[config.mk]
export PLATFORM = sky130hd
export DESIGN_NAME = prog_clock_divider
export DESIGN_NICKNAME = d
export VERILOG_FILES = /design/src/rtl/prog_clock_divider_pkg.sv /design/src/rtl/prog_clock_divider_t_flip_flop_en.sv /design/src/rtl/prog_clock_divider.sv
export SDC_FILE = /design/constraint.sdc
export NUM_CORES = 1
export LEC_CHECK = 0
export ABC_CLOCK_PERIOD_IN_PS = 5100
export CAP_MARGIN = 40
export CELL_PAD_IN_SITES_DETAIL_PLACEMENT = 1
export CELL_PAD_IN_SITES_GLOBAL_PLACEMENT = 2
export CORE_AREA = 5 5 45 47
export CTS_CLUSTER_DIAMETER = 50
export DETAILED_ROUTE_END_ITERATION = 6
export DIE_AREA = 0 0 50 52
export DONT_BUFFER_PORTS = 1
export PLACE_DENSITY_LB_ADDON = 0.1
export SYNTH_ARGS = -nofsm -noshare
export SYNTH_HDL_FRONTEND = slang
export SYNTH_HIERARCHICAL = 1
export SYNTH_SLANG_ARGS = --single-unit
[constraint.sdc]
create_clock -name clock -period 5.1 [get_ports clock]
set_input_delay 1.02 -clock clock [delete_from_list [all_inputs] [get_ports clock]]
set_output_delay 1.02 -clock clock [all_outputs]
set_load 0.02 [all_outputs]
[src/rtl/prog_clock_divider_pkg.sv]
// prog_clock_divider_pkg: shared state encoding and default divisor
package prog_clock_divider_pkg;

    typedef enum logic {
        IDLE = 1'b0,
        RUN  = 1'b1
    } state_t;

    localparam int DEFAULT_DIV_C = 1;

endpackage

[src/rtl/prog_clock_divider_t_flip_flop_en.sv]
// t_flip_flop_en: toggle flop with toggle-enable, sync clear and async reset
module t_flip_flop_en (
    input  logic clock,
    input  logic reset,
    input  logic en,
    input  logic clr,
    output logic q
);

    // clear has priority over toggle so a restart always begins low
    always_ff @(posedge clock or posedge reset) begin
        if (reset) q <= 1'b0;
        else if (clr) q <= 1'b0;
        else if (en) q <= ~q;
    end

endmodule

[src/rtl/prog_clock_divider.sv]
// prog_clock_divider: programmable divide-by-N tick strobe and 50% divided clock
module prog_clock_divider
    import prog_clock_divider_pkg::*;
#(
    parameter int WIDTH       = 4,
    parameter int DEFAULT_DIV = DEFAULT_DIV_C
) (
    input  logic             clock,
    input  logic             reset,
    input  logic             enable,
    input  logic             load,
    input  logic [WIDTH-1:0] divisor,
    output logic [WIDTH-1:0] count,
    output logic             tick,
    output logic             divclk,
    output logic             running
);

    localparam logic [WIDTH-1:0] DEF = WIDTH'(DEFAULT_DIV);

    state_t           state, state_d;
    logic [WIDTH-1:0] div_q;
    logic             wrap;

    // divisor zero parks the divider, any other value runs it
    always_comb begin
        state_d = load ? ((divisor == '0) ? IDLE : RUN) : state;
        wrap    = (state == RUN) && enable && !load && (count == div_q - WIDTH'(1));
    end

    // state and divisor change only on load
    always_ff @(posedge clock or posedge reset) begin
        if (reset) begin
            state <= (DEF != '0) ? RUN : IDLE;
            div_q <= DEF;
        end else begin
            state <= state_d;
            if (load) div_q <= divisor;
        end
    end

    // position counter and wrap strobe; IDLE keeps both at zero
    always_ff @(posedge clock or posedge reset) begin
        if (reset) begin
            count <= '0;
            tick  <= 1'b0;
        end else begin
            tick <= wrap;
            if (load || state == IDLE) count <= '0;
            else if (enable) count <= wrap ? '0 : count + WIDTH'(1);
        end
    end

    t_flip_flop_en u_divclk (
        .clock (clock),
        .reset (reset),
        .en    (wrap),
        .clr   (load),
        .q     (divclk)
    );

    assign running = (state == RUN);

endmodule

==> flow_metrics.tcl <==
set metrics [dict create \
    grtUsageTotal 0.1046 \
    post_cts_resize_count 0 \
    place_area_um2 583.1 \
    cts-root-buf "clkbuf_4" \
    syn_area_um2 565.5 \
    r2r_cells 8 \
    intPower_w 0.0001354 \
    p_per_area_nw_per_um2 301.1 \
    die_w_um 50 \
    synthToLayoutAreaGrowth_pct 7.743 \
    ys_seq_elements 11 \
    final_cell_mix "dfrtp_1, nand2_1, xnor2_1, inv_1" \
    stdcell_count 74 \
    multi_input_area_um2 265.3 \
    rsz0062_at_grt "no" \
    end_kind "flop" \
    wl_mm 1.131 \
    regArea_um2 277.8 \
    slew_violations 0 \
    first_pass_iters 2 \
    antenna_found_initial 0 \
    min_period_ps 2143 \
    ant_nets 0 \
    syn_nets 64 \
    status "complete, no violations" \
    grt_pass1_vias 443 \
    worst_pin_slew_ps 450.3 \
    grt_max_degree 11 \
    diodes 0 \
    cts_sinks 11 \
    comb_power_share 0.134 \
    crit_start "div_q[0]" \
    cp_max_fo 5 \
    nets 68 \
    hp-class "in -> async" \
    critPathLaunchType "flop" \
    wl_per_cell_um 15.28 \
    switching_power_w 0.00004808 \
    cp-endpoint "u_divclk/q" \
    htree_levels 1 \
    mostFrequentLayoutCell "dfrtp_1" \
    gp_congestion 0.7951 \
    r2r_start "div_q[0]" \
    cp.arrival_ps 2290 \
    cts_setup_buffers 0 \
    fillers 189 \
    hold_viol 0 \
    synth_edf_count 0 \
    seq_power_share 0.548 \
    dp_cells 70 \
    stdcell_area_um2 609.3 \
    avgSynthCellArea_um2 10.47 \
    clock_power_share 0.318 \
    boundaryPins 15 \
    synthArstFlopShare 1.000 \
    cts.clk_slew.worst_paths_ps 70 \
    cts_tree "yes" \
    fin_tns_setup_ps 0 \
    fp.dieH_um 52 \
    route.detailed.drc 0 \
    vias 380 \
    yosys.cell_types.count 21 \
    drive_above_1_share 0.1579 \
    reg2reg_slack_ps 2960 \
    yosysSeqAreaShare 0.4912 \
    vias_per_cell 5.135 \
    overflow 0 \
    clk_path_buf_depth 2 \
    fin_crit_sh 0.4202 \
    skew_ps 4.190 \
    fmax_mhz 466.6 \
    yosysWarningCount 6 \
    ys.flop_type "dfrtp_1" \
    drt-initial-drc-count 3 \
    required_ps 5250 \
    dieArea_um2 2600 \
    irDropWorstVdd_mv 0.1469 \
    coreArea_um2 1614 \
    r2r_end "u_divclk/q" \
    rows 15 \
    start_util 0.3504 \
    ctsHoldBuffers 0 \
    maxCapViolCount 0 \
    port_buffers 0 \
    sw_frac_of_total 0.2620 \
    maxSlewHeadroom 0.6973 \
    p_leak_nw 0.2577 \
    grt_pass1_wl_mm 2.042 \
    crit_type "reg -> reg" \
    clock_latency_ps 260 \
    numCtsBuffers 3 \
    setup_violations 0 \
    syn_inst 54 \
]
-- routing by layer --
metal,global-route usage,wire (um),vias to the layer above
li1,-,-,185
met1,0.1148,469,182
met2,0.1736,562,13
met3,0.04871,99,0
met4,0.03930,0,0
met5,0,0,-
-- worst min path at each step --
stage                     cells past startpoint  slack, ps          to
after floorplan                               2        490    div_q[0]
final                                         1        480  u_divclk/q
after detailed placement                      2        530    div_q[0]
after global placement                        2        520    div_q[0]
after CTS                                     1        470  u_divclk/q
after global routing                          1        460  u_divclk/q
-- state kept, by name, summed over array words and instances (netlist names) --
register and count:
running 1, u_divclk/q 1, count 4, tick 1
div_q 4
-- area by class of cell --
| type | count | area share |
|---|---|---|
| Sequential cell | 11 | 0.4559 |
| Tap cell | 17 | 0.03491 |
| Clock buffer | 4 | 0.04312 |
| Multi-Input combinational cell | 37 | 0.4353 |
| Inverter | 5 | 0.03080 |
-- cell usage after synthesis (2+ instances only) --
| library cell | count | share of area |
|---|---|---|
| ha_1 | 2 | 0.044 |
| nand2_1 | 7 | 0.046 |
| xor2_1 | 2 | 0.031 |
| nor2_1 | 2 | 0.013 |
| o31ai_1 | 2 | 0.027 |
| inv_1 | 5 | 0.033 |
| dfstp_2 | 2 | 0.093 |
| o21ai_0 | 3 | 0.027 |
| dfrtp_1 | 9 | 0.40 |
| xnor2_1 | 7 | 0.11 |
| nor2b_1 | 2 | 0.022 |
| mux2_2 | 2 | 0.040 |
-- cell families after synthesis --
logic type | count (synthesis) | synth area share
compound gates | 9 | 0.1040
xor+xnor | 9 | 0.1394
fa+ha+maj | 2 | 0.04424
buf+inv | 6 | 0.03982
flops | 11 | 0.4912
mux | 2 | 0.03982
simple gates | 15 | 0.1416
-- worst max-delay path, stage by stage, from the launching register on --
cell and delay, ps:
dfstp_2 560, inv_1 60, ha_1 200, xnor2_1 130
xnor2_1 140, nor4_2 460, nor2b_1 280, xnor2_1 140
nor2_1 60
-- power by group through the flow --
stage	Clock, W	Sequential [W]	Combinational (W)
global placement	0	0.000102	0.0000235
global route	0.0000681	0.000102	0.0000276
CTS	0.0000617	0.000101	0.0000254
finish	0.0000583	0.000101	0.0000247
floorplan	0	0.000101	0.0000220
detailed placement	0	0.000103	0.0000252
-- metrics by stage --
stage / setup slack (ps) / utilization / total power, W / hold slack (ps)
floorplan: 3163 / - / 0.0001230 / 494.9
global route: 2773 / 0.3775 / 0.0001973 / 464.4
CTS: 2924 / 0.3775 / 0.0001880 / 469.9
finish: 2957 / 0.3775 / 0.0001835 / 477.8
global placement: 2994 / 0.3612 / 0.0001258 / 517.4
detailed placement: 2957 / 0.3612 / 0.0001277 / 530.0
Note: power is estimated with default switching activity, not from simulation.
